==> config.mk <==
export PLATFORM = sky130hd
export DESIGN_NAME = operand_fetch_stage
export DESIGN_NICKNAME = d
export VERILOG_FILES = /design/src/rtl/cpu_pkg.sv /design/src/rtl/operand_fetch_stage_reg_file.sv /design/src/rtl/operand_fetch_stage.sv
export SDC_FILE = /design/constraint.sdc
export NUM_CORES = 1
export LEC_CHECK = 0
export BUFFER_PORTS_ARGS = -buffer_cell sky130_fd_sc_hd__buf_2
export CAP_MARGIN = 30
export CORE_MARGIN = 4
export CORE_UTILIZATION = 30
export DETAILED_ROUTE_END_ITERATION = 8
export PLACE_DENSITY_LB_ADDON = 0.05
export SYNTH_ARGS = -nofsm -noshare
export SYNTH_HDL_FRONTEND = slang
export SYNTH_SLANG_ARGS = --single-unit
==> constraint.sdc <==
create_clock -name clk -period 2.7 [get_ports clk]
set_clock_uncertainty 0.15 [all_clocks]
set_input_delay 0.135 -clock clk [delete_from_list [all_inputs] [get_ports clk]]
set_output_delay 0.135 -clock clk [all_outputs]
set_load 0.01 [all_outputs]
==> src/rtl/cpu_pkg.sv <==
// Shared CPU definitions: default datapath widths, ALU opcodes and the
// register-address type used by the operand fetch stage and the ALU.
package cpu_pkg;
  localparam int DATA_W   = 8;   // default operand width
  localparam int OP_W     = 3;   // default ALU opcode width
  localparam int NREG_DEF = 8;   // default register count

  typedef enum logic [OP_W-1:0] {
    OP_ADD = 3'b000,
    OP_SHR = 3'b001,
    OP_SHL = 3'b010,
    OP_XOR = 3'b011
  } op_e;

  typedef logic [$clog2(NREG_DEF)-1:0] reg_addr_t;
endpackage

==> src/rtl/operand_fetch_stage_reg_file.sv <==
// reg_file: NREG x W architectural register file.
// Two combinational read ports, one write port.
// r0 is hardwired: it always reads 0 and writes to it are dropped.
// Ports:
//   clk, reset     - clock, asynchronous active-high clear of every register
//   ra0/ra1        - read addresses;  rd0/rd1 - read data
//   we/wa/wd       - write enable / address / data
module reg_file
  import cpu_pkg::*;
#(
  parameter int W    = DATA_W,
  parameter int NREG = NREG_DEF,
  parameter int RA   = $clog2(NREG)
) (
  input  logic          clk,
  input  logic          reset,
  input  logic [RA-1:0] ra0,
  input  logic [RA-1:0] ra1,
  output logic [W-1:0]  rd0,
  output logic [W-1:0]  rd1,
  input  logic          we,
  input  logic [RA-1:0] wa,
  input  logic [W-1:0]  wd
);
  logic [W-1:0] mem [NREG];

  always_ff @(posedge clk or posedge reset) begin
    if (reset) begin
      for (int i = 0; i < NREG; i++) mem[i] <= '0;
    end else if (we && wa != '0) begin
      mem[wa] <= wd;
    end
  end

  assign rd0 = (ra0 == '0) ? '0 : mem[ra0];
  assign rd1 = (ra1 == '0) ? '0 : mem[ra1];
endmodule

==> src/rtl/operand_fetch_stage.sv <==
// operand_fetch_stage: reads the two source operands of a decoded
// instruction, tracks in-flight destinations in a pending scoreboard and
// issues A/B/OP to the ALU through a one-entry output register.
// Config macro: OPERAND_FWD_EN - same-cycle writeback bypass into the
//   operand read and hazard check. Undefined: operands come from the array
//   only, so a pending source waits until the cycle after its writeback.
// Ports:
//   clk, reset                   - clock, async active-high reset
//   in_valid/in_ready            - instruction handshake
//   in_op/in_rd/in_rs/in_rt      - opcode, destination, sources
//   in_imm_sel/in_imm            - select immediate for B
//   out_valid/out_ready          - ALU handshake
//   out_A/out_B/out_OP/out_rd    - issued operands, opcode, destination
//   wb_en/wb_addr/wb_data        - ALU result writeback
module operand_fetch_stage
  import cpu_pkg::*;
#(
  parameter int W    = DATA_W,
  parameter int Ops  = OP_W,
  parameter int NREG = NREG_DEF,
  parameter int RA   = $clog2(NREG)
) (
  input  logic           clk,
  input  logic           reset,
  input  logic           in_valid,
  output logic           in_ready,
  input  logic [Ops-1:0] in_op,
  input  logic [RA-1:0]  in_rd,
  input  logic [RA-1:0]  in_rs,
  input  logic [RA-1:0]  in_rt,
  input  logic           in_imm_sel,
  input  logic [W-1:0]   in_imm,
  output logic           out_valid,
  input  logic           out_ready,
  output logic [W-1:0]   out_A,
  output logic [W-1:0]   out_B,
  output logic [Ops-1:0] out_OP,
  output logic [RA-1:0]  out_rd,
  input  logic           wb_en,
  input  logic [RA-1:0]  wb_addr,
  input  logic [W-1:0]   wb_data
);
  logic [W-1:0]    rf_a, rf_b, opa, opb;
  logic            hit_s, hit_t, busy_s, busy_t, hazard, accept;
  logic [NREG-1:0] pending, pending_nxt;

  reg_file #(.W(W), .NREG(NREG), .RA(RA)) u_rf (
    .clk   (clk),
    .reset (reset),
    .ra0   (in_rs),
    .ra1   (in_rt),
    .rd0   (rf_a),
    .rd1   (rf_b),
    .we    (wb_en),
    .wa    (wb_addr),
    .wd    (wb_data)
  );

`ifdef OPERAND_FWD_EN
  // A result landing this cycle both supplies the value and lifts the stall.
  assign hit_s = wb_en && (wb_addr == in_rs) && (in_rs != '0);
  assign hit_t = wb_en && (wb_addr == in_rt) && (in_rt != '0);
  assign opa   = hit_s ? wb_data : rf_a;
  assign opb   = hit_t ? wb_data : rf_b;
`else
  assign hit_s = 1'b0;
  assign hit_t = 1'b0;
  assign opa   = rf_a;
  assign opb   = rf_b;
`endif

  // pending[0] is never set, so r0 sources never stall.
  assign busy_s   = pending[in_rs] && !hit_s;
  assign busy_t   = !in_imm_sel && pending[in_rt] && !hit_t;
  assign hazard   = busy_s || busy_t;
  assign in_ready = (!out_valid || out_ready) && !hazard;
  assign accept   = in_valid && in_ready;

  // Writeback clears first, issue sets after: an issue to the same rd wins.
  always_comb begin
    pending_nxt = pending;
    if (wb_en && wb_addr != '0) pending_nxt[wb_addr] = 1'b0;
    if (accept && in_rd != '0)  pending_nxt[in_rd]   = 1'b1;
    pending_nxt[0] = 1'b0;
  end

  always_ff @(posedge clk or posedge reset) begin
    if (reset) pending <= '0;
    else       pending <= pending_nxt;
  end

  // One-entry output register; data holds after consume.
  always_ff @(posedge clk or posedge reset) begin
    if (reset) begin
      out_valid <= 1'b0;
      out_A     <= '0;
      out_B     <= '0;
      out_OP    <= '0;
      out_rd    <= '0;
    end else if (accept) begin
      out_valid <= 1'b1;
      out_A     <= opa;
      out_B     <= in_imm_sel ? in_imm : opb;
      out_OP    <= in_op;
      out_rd    <= in_rd;
    end else if (out_ready) begin
      out_valid <= 1'b0;
    end
  end
endmodule

# Yosys cells after proc, flatten, opt, wreduce, memory -nomap -nowiden
# Cells that the tools add are included.
[classes]
n_lt_le_gt_ge = 10
muxes = 24
bitwise = 6
reduce_logical = 18
[ops]
columns = ["cell", "count"]
rows = [
  ["8-bit 2-to-1 mux", 10],
  ["64-bit bitwise mux", 1],
  ["8-bit binary-select mux with 3-bit select", 2],
  ["8-bit demux with 3-bit select", 1],
  ["3-bit by 4-bit less-than comparator with 1-bit output, second input constant", 4],
  ["4-bit >= comparator, second input constant", 3],
  ["3-bit NOT with 4-bit output", 3],
  ["8-bit bitwise AND", 1],
  ["1-bit logical AND", 8],
  ["8-bit NOT", 1],
  ["8-bit OR", 1],
  ["1-bit binary-select mux with 3-bit select", 2],
  ["1-bit demux with 3-bit select", 2],
  ["3-bit by 1-bit >= comparator with 1-bit output, second input constant", 2],
  ["3-bit logical NOT", 2],
  ["1-bit 2-to-1 mux", 6],
  ["3-bit nonzero test", 2],
  ["4-bit by 1-bit less-than comparator with 1-bit output, second input constant", 1],
  ["1-bit logical NOT", 3],
  ["1-bit logical OR", 2],
  ["2-bit nonzero test", 1],
]
[word_totals]
register_bits = 94
out_inout_bits = 24

# Depth between registers and ports, before layout
# Gate-level depths: netlist (run 1).
[depth]
depth_word = 9
ltp_mapped = 7
depth_no_buf = 5

# Modules after synthesis
# Synthesis (run 1) repeated with hierarchy kept, for this count alone.
[hier_totals]
cells_unflattened = 343
hier_area_um2 = 4728.3
[modules_own_cells]
columns = ["mod", "instances", "cells_per_inst", "area_per_inst_um2", "seq_area_each_um2"]
rows = [
  ["reg_file", 1, 238, 3176.8, 1401.3],
  ["operand_fetch_stage", 1, 105, 1551.5, 750.7],
]

# Worst setup path before layout (run 1)
# OpenSTA, ideal clock, no wires.
[synth_timing]
path_type = "flip-flop to flip-flop"
from = "register pending[7]"
to = "register out_A[1]"
setup_ps = 125
arrival_ps = 1510
t_required_ps = 2425
path_slack_ps = 915
path_stages_with_launch = 6
path_buffers = 1
period_less_slack_ps = 1785
cell_sequence = "dfrtp_1 > mux2i_1 > mux4_2 > nand4_4 > buf_12 > mux2_4"
[synth_between]
elab_chain_len = 7
[synth_rtl]
columns = ["element", "line_no", "text"]
rows = [
  ["start: declaration", "operand_fetch_stage.sv:45", "logic [NREG-1:0] pending, pending_nxt;"],
  ["start signal: assignment", "operand_fetch_stage.sv:89", "else pending <= pending_nxt;"],
  ["1-bit binary-select mux with 3-bit select", "operand_fetch_stage.sv:74", "assign busy_t = !in_imm_sel && pending[in_rt] && !hit_t;"],
  ["1-bit 2-to-1 mux (implied by the code)", "operand_fetch_stage.sv:74", ""],
  ["1-bit logical AND", "operand_fetch_stage.sv:74", ""],
  ["1-bit logical OR (*)", "operand_fetch_stage.sv:75", "assign hazard = busy_s || busy_t;"],
  ["1-bit logical NOT (*)", "operand_fetch_stage.sv:76", "assign in_ready = (!out_valid || out_ready) && !hazard;"],
  ["1-bit logical AND (*)", "operand_fetch_stage.sv:76", ""],
  ["1-bit logical AND (*)", "operand_fetch_stage.sv:77", "assign accept = in_valid && in_ready;"],
  ["end signal: assignment", "operand_fetch_stage.sv:102", "out_A <= opa;"],
  ["end: declaration", "operand_fetch_stage.sv:35", "output logic [W-1:0] out_A,"],
]
# Every way passes the cells marked *; elsewhere a longest branch is shown, timed or not. The select of a mux whose other input is x is not followed.
# A chain may end at the register's enable or synchronous reset.

# Worst setup path in the final report (run 1)
[layout_timing]
from = "register pending[3]"
to = "register pending[2]"
[layout_between]
elab_chain_len = 9
[layout_rtl]
columns = ["element", "line_no", "text"]
rows = [
  ["1-bit binary-select mux with 3-bit select", "operand_fetch_stage.sv:74", ""],
  ["1-bit 2-to-1 mux (implied by the code)", "operand_fetch_stage.sv:74", ""],
  ["1-bit logical AND", "operand_fetch_stage.sv:74", ""],
  ["1-bit logical OR (*)", "operand_fetch_stage.sv:75", ""],
  ["1-bit logical NOT (*)", "operand_fetch_stage.sv:76", ""],
  ["1-bit logical AND (*)", "operand_fetch_stage.sv:76", ""],
  ["1-bit logical AND (*)", "operand_fetch_stage.sv:77", ""],
  ["1-bit logical AND (*)", "operand_fetch_stage.sv:83", "if (accept && in_rd != '0) pending_nxt[in_rd] = 1'b1;"],
  ["8-bit 2-to-1 mux (*)", "operand_fetch_stage.sv:83", ""],
  ["via pending_nxt[2]", "operand_fetch_stage.sv:45", ""],
]
# The timed path passes the listed nets; every way through them passes the cells marked *. The select of a mux whose other input is x is not followed.

==> results of run 1 <==
==> critical path: cells and delay by family (launching register included) <==
kind,cells,cell delay [ps]
AOI/OAI and AO/OA,1,380
buffers and inverters,1,590
DFF,1,400
muxes,2,510
and+or+nand+nor,1,260
==> worst max path at each step <==
stage,from,endpoint,slack [ps],cells past startpoint
2_1_floorplan,reset,out_A[0]$_DFFE_PP0P_,190,1
3_3_place_gp,in_rs[0],out_rd[1]$_DFFE_PP0P_,590,6
3_5_place_dp,in_rt[0],out_B[2]$_DFFE_PP0P_,560,7
4_1_cts,pending[6]$_DFF_PP0_,pending[2]$_DFF_PP0_,330,6
5_1_grt,pending[7]$_DFF_PP0_,pending[2]$_DFF_PP0_,170,6
6_report,pending[3]$_DFF_PP0_,pending[2]$_DFF_PP0_,350,5
==> sequential cells by signal, summed over array words and instances, names as in the netlist <==
register	flops
out_rd	3
out_A	8
u_rf.mem	56
out_valid	1
out_B	8
out_OP	3
pending	7
==> power groups by stage <==
| stage | registers, mW | clock network [mW] | logic, mW |
|---|---|---|---|
| finish | 1.95 | 1.28 | 1.34 |
| global route | 2.00 | 1.38 | 1.48 |
| CTS | 1.95 | 1.34 | 1.37 |
| detailed placement | 1.97 | 0 | 1.33 |
| global placement | 1.96 | 0 | 1.32 |
| floorplan | 1.97 | 0 | 0.870 |
==> metal layers <==
layer  vias up  global-route usage  share of wire
met5         -                   0              0
met4         0              0.0442          0.014
met3        15              0.0341          0.033
met2        59               0.249           0.46
met1      1611               0.220           0.49
li1       1454                   -              -
==> cells in the mapped netlist, types with 2 or more instances <==
cell / n / area [um2]
dfrtp_1: 86 / 2150
mux2_2: 85 / 957
nand2_1: 22 / 82.6
mux2_4: 16 / 240
mux2i_1: 15 / 150
a22oi_1: 10 / 75.1
buf_2: 9 / 45.0
clkbuf_1: 9 / 33.8
inv_1: 9 / 33.8
o22ai_1: 9 / 56.3
o21ai_0: 8 / 40.0
o31ai_1: 8 / 60.1
mux4_1: 7 / 184
a221oi_1: 6 / 52.6
nor2b_1: 5 / 31.3
buf_12: 3 / 60.1
nand2b_1: 3 / 18.8
nand4b_1: 3 / 26.3
a21oi_1: 2 / 10.0
mux4_2: 2 / 45.0
nand3_1: 2 / 10.0
nor2_1: 2 / 7.51
nor4bb_1: 2 / 20.0
o221ai_1: 2 / 17.5
o41ai_1: 2 / 17.5
==> through the flow <==
stage | setup slack (ps) | hold slack, ps | instance area (um2)
finish | 347 | -0.937 | 5590
global route | 171 | 24.4 | 5590
CTS | 326 | 0.109 | 5590
detailed placement | 556 | 139 | 5090
global placement | 586 | 139 | 5090
floorplan | 193 | 80.9 | 4540
==> kinds of logic (layout without fill, tap and decap cells) <==
kind of cell           Yosys count  in the layout  share of synthesized area
DFF                             86             86                      0.474
buffers and inverters           32            124                     0.0422
muxes                          125            125                      0.347
and+or+nand+nor                 45             45                     0.0560
AOI/OAI and AO/OA               51             51                     0.0800
==> layout make-up <==
class / count / area, um2
fillers: 1422 / 9100
multi-input cells: 221 / 2210
well taps: 184 / 230
clock buffers: 13 / 260
flip-flops and latches: 86 / 2150
inverters: 9 / 35.0
clock inverters: 3 / 42.5
repair buffers: 99 / 668
==> repair_timing <==
item / 4_1_cts / 5_1_grt
hold buffers: 20 / 0
endpoints found under the hold margin: 151 / 0
setup buffers: 0 / 0
==> flow_metrics.tcl, run 1 <==
set metrics [dict create \
    place.gp.congestion 0.748 \
    rows 44 \
    synth-main-ff-cell "dfrtp_1" \
    p_total_mw 4.57 \
    syn_area_per_cell_um2 13.4 \
    min_to "u_rf.mem[20]$_DFFE_PP0P_" \
    p_sw_frac 0.295 \
    path_class "register to register" \
    grt_overflow 0 \
    r2r-start "pending[3]$_DFF_PP0_" \
    drive_above_1_share 0.471 \
    root_buffer "clkbuf_16" \
    violations "negative hold slack" \
    clk_latency_ps 350 \
    drv_cap 0 \
    core-area_um2 14700 \
    io_pins 61 \
    remaining_drc_errors 0 \
    layout_commonest_cell "dfrtp_1" \
    syn_to_final_growth_pct 23.3 \
    dp_hpwl_um 8570 \
    tns_ps 0 \
    drtIter0Drc 130 \
    ys_async_sr_fraction 1.00 \
    critPathLaunchType "register" \
    drt-total-wl_um 12900 \
    min_from "wb_data[4]" \
    dpl.cell_count 579 \
    fin_cells 615 \
    numCtsBuffers 9 \
    die_w_um 131 \
    die_h_um 131 \
    nets 463 \
    drt_first_pass_iters 4 \
    synth_seq_cells 86 \
    grt_pass1_wl_um 19800 \
    synth-edff-count 0 \
    antenna_found_initial 0 \
    pwr-share-comb 0.294 \
    rsz0062_at_grt "no" \
    dr_total_vias 3139 \
    layout_common_cells "86 x dfrtp_1, 85 x mux2_2, 60 x buf_2" \
    finalCritPeriodShare 0.872 \
    yosys_warnings 0 \
    critPathRequiredTime_ps 2840 \
    crit_path_end_kind "register" \
    wl_per_cell_um 20.9 \
    r2r_end "pending[2]$_DFF_PP0_" \
    grt_util_all_layers 0.158 \
    p_per_area_nw_per_um2 817 \
    drv_slew 0 \
    slowest_stage "dlygate4sd3_1" \
    rr_worst_depth 5 \
    crit_path_max_fanout 8 \
    tightest_slew_ps 702 \
    clk_pin_slew_ps 70 \
    hp-class "input port to register" \
    relSlewSlack 0.530 \
    holdPathStages 2 \
    rrSetupSlack_ps 350 \
    hold_viol_final 4 \
    start_util 0.309 \
    cpPeakStageDelay_ps 590 \
    setup_viol_count_final 0 \
    p_int_mw 3.22 \
    syn_inst 339 \
    clock-sinks 86 \
    grt_pass1_vias 3266 \
    htree_levels 3 \
    p_seq_frac 0.426 \
    pwr-share-clk 0.280 \
    leakage_nw 2.52 \
    port-buffer-count 60 \
    grt_max_degree 87 \
    vdd.ir_drop.worst_v 0.000282 \
    seq_area_frac_synth 0.474 \
    via_per_inst 5.10 \
    status "complete, but fails checks" \
    post_cts_resized 0 \
    antenna_cells 0 \
    cts_tree "done" \
    clock_path_buffers 2 \
    max_freq_mhz 425 \
    p_sw_mw 1.35 \
    synthesis.nets 376 \
    postRouteAntennaNets 0 \
    synth_area_um2 4540 \
    synthDistinctLibCells 37 \
    fin_crit_ps 2350 \
    arrival_ps 2490 \
    die_area_um2 17200 \
    crit_chain "mux2i_1 > mux4_2 > nand3_1 > o41ai_1 > dlygate4sd3_1" \
    finish.utilization 0.381 \
    holdWs_ps -0.937 \
]
(Power assumes the default switching activity.)
==> run 2, diff against run 1 <==
--- a/config.mk
+++ b/config.mk
@@ -8,7 +8,7 @@
 export BUFFER_PORTS_ARGS = -buffer_cell sky130_fd_sc_hd__buf_2
 export CAP_MARGIN = 30
 export CORE_MARGIN = 4
-export CORE_UTILIZATION = 30
+export CORE_UTILIZATION = 52
 export DETAILED_ROUTE_END_ITERATION = 8
 export PLACE_DENSITY_LB_ADDON = 0.05
 export SYNTH_ARGS = -nofsm -noshare
==> flow_metrics.tcl, run 2 (synthesized netlist as in run 1, its figures left out) <==
set metrics [dict create \
    tns_ps 0 \
    vdd.ir_drop.worst_v 0.000477 \
    grt_overflow 0 \
    drive_above_1_share 0.458 \
    crit_path_end_kind "register" \
    grt_util_all_layers 0.224 \
    relSlewSlack 0.560 \
    grt_pass1_wl_um 17200 \
    place.gp.congestion 0.793 \
    critPathLaunchType "register" \
    drv_cap 0 \
    io_pins 61 \
    critPathRequiredTime_ps 2850 \
    finalCritPeriodShare 0.885 \
    layout_commonest_cell "dfrtp_1" \
    hold_viol_final 0 \
    dpl.cell_count 496 \
    regMostFlops "u_rf.mem" \
    postRouteAntennaNets 0 \
    dr_total_vias 3147 \
    crit_path_max_fanout 8 \
    arrival_ps 2550 \
    status "finished, final reports clean" \
    wl_per_cell_um 20.7 \
    remaining_drc_errors 0 \
    clock-sinks 86 \
    die_area_um2 10300 \
    drt-total-wl_um 11100 \
    numCtsBuffers 9 \
    wl_met2_um 5050 \
    start_util 0.544 \
    setup_viol_count_final 0 \
    antenna_found_initial 0 \
    htree_levels 3 \
    post_cts_resized 0 \
    fin_cells 537 \
    p_per_area_nw_per_um2 774 \
    wl_met3_um 500 \
    die_w_um 101 \
    fin_crit_ps 2390 \
    hp-class "input port to register" \
    tightest_slew_ps 660 \
    drt_first_pass_iters 4 \
    top_layer_used "met4" \
    post_cts_buffers 0 \
    drtIter0Drc 128 \
    port-buffer-count 60 \
    max_freq_mhz 418 \
    clock_path_buffers 2 \
    drv_slew 0 \
    grt_max_degree 39 \
    nets 464 \
    cts_tree "done" \
    largest_register_ff_count 56 \
    wl_met1_um 5380 \
    path_class "register to register" \
    syn_to_final_growth_pct 18.6 \
    core-area_um2 8340 \
    layout_common_cells "86 x dfrtp_1, 85 x mux2_2, 60 x buf_2" \
    antenna_cells 0 \
    clk_pin_slew_ps 90 \
    rows 33 \
    die_h_um 101 \
    root_buffer "clkbuf_8" \
    reg.largest.list "u_rf.mem (56), out_A (8), out_B (8)" \
    grt_pass1_vias 3088 \
    rsz0062_at_grt "no" \
    leakage_nw 2.47 \
    clk_latency_ps 360 \
    n_fill_cell 654 \
    via_per_inst 5.86 \
    dp_hpwl_um 7200 \
]
==> run 2: cell types whose count changed in the layout (fill, tap and decap cells not counted), sizes merged <==
cell         change
buf              -4
clkinvlp         -1
dlygate4sd3      +5
clkinv           +1
==> run 2: what timing repair did <==
item | in CTS | in global routing
hold buffers | 25 | 0
hold endpoints to repair | 112 | 0
setup endpoints to repair | 0 | 0
==> run 2: area by class of cell <==
| type | count | area [um2] | share of cell area |
|---|---|---|---|
| Clock buffer | 13 | 149 | 0.0277 |
| Timing Repair Buffer | 100 | 663 | 0.123 |
| Sequential cell | 86 | 2150 | 0.400 |
| Tap cell | 105 | 131 | 0.0244 |
| Inverter | 9 | 35.0 | 0.00651 |
| Multi-Input combinational cell | 221 | 2210 | 0.410 |
| Clock inverter | 3 | 43.8 | 0.00814 |
==> run 2: worst max-delay path, stage by stage (launching register included) <==
cell and delay, ps:
dfrtp_1 420, mux2i_1 160, o22ai_1 120, o21ai_2 220, nand3_1 290, o41ai_1 390, dlygate4sd3_1 600
==> run 2: final timing paths <==
check                                      startpoint                        to  slack, ps  cells after the start
worst max-delay path             pending[3]$_DFF_PP0_      pending[2]$_DFF_PP0_        310                      6
worst min-delay path                        in_imm[5]      out_B[5]$_DFFE_PP0P_         50                      4
worst max register to register   pending[3]$_DFF_PP0_      pending[2]$_DFF_PP0_        310                      6
worst min register to register  out_rd[1]$_DFFE_PP0P_     out_rd[1]$_DFFE_PP0P_        360                      1
max in group asynchronous                       reset  u_rf.mem[29]$_DFFE_PP0P_       1370                      4
min in group asynchronous                       reset   u_rf.mem[4]$_DFFE_PP0P_        240                      3
==> run 2: per-stage QoR <==
stage | worst slack, ps | util | hold WS, ps | total power [mW] | cell area (um2)
finish | 309 | 0.645 | 46.3 | 4.16 | 5380
global placement | 524 | 0.592 | 91.7 | 3.19 | 4940
floorplan | 193 | - | 80.9 | 2.84 | 4540
detailed placement | 479 | 0.592 | 96.6 | 3.23 | 4940
CTS | 338 | 0.645 | 36.0 | 4.19 | 5380
global route | 179 | 0.645 | 55.1 | 4.40 | 5380
==> run 2: power breakdown <==
group	switching, mW	internal, mW	total (mW)	leakage (nW)
Sequential	0.262	1.67	1.94	1.04
Clock	0.460	0.455	0.915	0.0976
Combinational	0.551	0.763	1.31	1.33
Total	1.27	2.89	4.16	2.47
==> run 2: metal layers <==
layer | vias to the layer above | global-route usage
li1 | 1463 | -
met1 | 1594 | 0.326
met2 | 77 | 0.349
met3 | 13 | 0.0365
met4 | 0 | 0.0644
met5 | - | 0
==> run 3, diff against run 2 <==
--- a/config.mk
+++ b/config.mk
@@ -5,6 +5,7 @@
 export SDC_FILE = /design/constraint.sdc
 export NUM_CORES = 1
 export LEC_CHECK = 0
+export ABC_AREA = 1
 export BUFFER_PORTS_ARGS = -buffer_cell sky130_fd_sc_hd__buf_2
 export CAP_MARGIN = 30
 export CORE_MARGIN = 4
==> flow_metrics.tcl, run 3 <==
set metrics [dict create \
    clock-sinks 86 \
    grt_pass1_vias 4191 \
    crit_path_start "pending[7]$_DFF_PP0_" \
    hp-class "input port to register" \
    grt_util_all_layers 0.259 \
    fin_crit_ps 2180 \
    place_area_um2 4860 \
    clock_path_buffers 2 \
    dpl.cell_count 753 \
    synthesis.nets 653 \
    layout_common_cells "199 x nand2_1, 99 x o21ai_0, 86 x dfrtp_1" \
    drv_slew 0 \
    layout_commonest_cell "nand2_1" \
    synth-edff-count 0 \
    pre_cts_ws_ps 928 \
    post_cts_resized 0 \
    critPathLaunchType "register" \
    synth_top_area_cell "dfrtp_1" \
    wl_met2_um 5560 \
    synthDistinctLibCells 23 \
    max_freq_mhz 458 \
    rrSetupSlack_ps 520 \
    dr_total_vias 4408 \
    finalCritPeriodShare 0.808 \
    rsz0062_at_grt "no" \
    r2r-start "pending[7]$_DFF_PP0_" \
    die_area_um2 10300 \
    min_from "in_imm_sel" \
    status "finished, final reports clean" \
    cpPeakStageDelay_ps 580 \
    drt-total-wl_um 12600 \
    antenna_found_initial 0 \
    crit_top_cell "nand2_1" \
    wl_met3_um 1020 \
    syn_inst 616 \
    ff_latch_area_um2 2150 \
    synthMostInstantiatedCell "nand2_1" \
    root_buffer "clkbuf_8" \
    crit_chain "inv_1 > nand2_1 > nand3_1 > nand2_1 > nand2_1 > nand3_1 > nor2_1 > buf_4 > nand4_1 > dlygate4sd3_1 > nand2_1" \
    syn_area_per_cell_um2 7.37 \
    synthTopCellsByArea "dfrtp_1 47%, nand2_1 16%, o21ai_0 11%" \
    wl_met1_um 5810 \
    path_class "register to register" \
    antenna_cells 0 \
    crit_path_end_kind "register" \
    die_w_um 101 \
    p_total_mw 3.83 \
    relSlewSlack 0.406 \
    postRouteAntennaNets 0 \
    clk_pin_slew_ps 90 \
    grt_overflow 0 \
    fin_cells 793 \
    syn_to_final_growth_pct 17.7 \
    clk_latency_ps 370 \
    holdWs_ps 12.9 \
    critPathTopFamily "buffers and inverters" \
    cts_tree "done" \
    via_per_inst 5.56 \
    port-buffer-count 60 \
    worst-path-buf-inv 3 \
    stdcell_area_um2 5350 \
    remaining_drc_errors 0 \
    synthTopCellsByCount "199 x nand2_1, 99 x o21ai_0, 86 x dfrtp_1, 50 x inv_1, 48 x nand3_1" \
    finish.utilization 0.641 \
    crit_path_max_fanout 20 \
    synth-main-ff-cell "dfrtp_1" \
    drtIter0Drc 404 \
    ys_async_sr_fraction 1.00 \
    drt_first_pass_iters 5 \
    wl_per_cell_um 15.9 \
    tightest_slew_ps 888 \
    hold_viol_final 0 \
    regMostFlops "u_rf.mem" \
    n_fill_cell 750 \
    arrival_ps 2340 \
    start_util 0.545 \
    post_cts_buffers 0 \
    setup_viol_count_final 0 \
    reg.largest.list "u_rf.mem (56), out_A (8), out_B (8)" \
    slowest_stage "dlygate4sd3_1" \
    die_h_um 101 \
    place.gp.congestion 0.945 \
    io_pins 61 \
    cts_hold_buf 25 \
    vdd.ir_drop.worst_v 0.000450 \
    numCtsBuffers 9 \
    synth_area_um2 4540 \
    largest_register_ff_count 56 \
    grt_pass1_wl_um 20900 \
    multi_input_area_um2 2000 \
    leakage_nw 2.74 \
    synthDominantCellAreaShare 0.474 \
    synth_seq_cells 86 \
    grt_max_degree 45 \
    drive_above_1_share 0.144 \
    dp_hpwl_um 8670 \
    yosys_warnings 0 \
    rows 33 \
    htree_levels 3 \
    drv_cap 0 \
    setup_ws_ps 517 \
    seq_area_frac_synth 0.474 \
    top_layer_used "met4" \
    p_per_area_nw_per_um2 717 \
    tns_ps 0 \
    core-area_um2 8340 \
    nets 721 \
    critPathRequiredTime_ps 2860 \
]
-- run 3: kinds of logic after synthesis --
logic type	share of synthesized area
AOI/OAI and AO/OA	0.172
buffers and inverters	0.0848
muxes	0.00441
DFF	0.474
and+or+nand+nor	0.265
-- run 3: final timing paths --
check | cells past startpoint | end
worst max register to register | 11 | pending[1]$_DFF_PP0_
worst min register to register | 2 | out_OP[1]$_DFFE_PP0P_
worst min-delay path | 5 | out_B[4]$_DFFE_PP0P_
worst max-delay path | 11 | pending[1]$_DFF_PP0_
min in group asynchronous | 3 | out_rd[1]$_DFFE_PP0P_
max in group asynchronous | 4 | u_rf.mem[5]$_DFFE_PP0P_
-- run 3: power breakdown --
part	switching, mW	internal [mW]
Clock	0.475	0.609
Combinational	0.580	0.377
Sequential	0.212	1.58
-- run 3: final cells by class --
cell class | instances | area share
repair buffers | 90 | 0.115
inverters | 55 | 0.0393
well taps | 105 | 0.0246
clock inverters | 6 | 0.0208
flip-flops and latches | 86 | 0.403
multi-input cells | 442 | 0.375
clock buffers | 9 | 0.0232
-- run 3: worst reg2reg max path: cells and delay by family, from the launching register on --
| kind | cells | cell delay (ps) |
|---|---|---|
| buffers and inverters | 3 | 930 |
| AND/OR/NAND/NOR | 8 | 600 |
| flip-flops | 1 | 440 |
-- run 3: per-layer routing --
layer	track usage	vias up
met3	0.0358	21
met1	0.382	2043
met2	0.390	205
met4	0.0961	0
li1	-	2139
met5	0	-
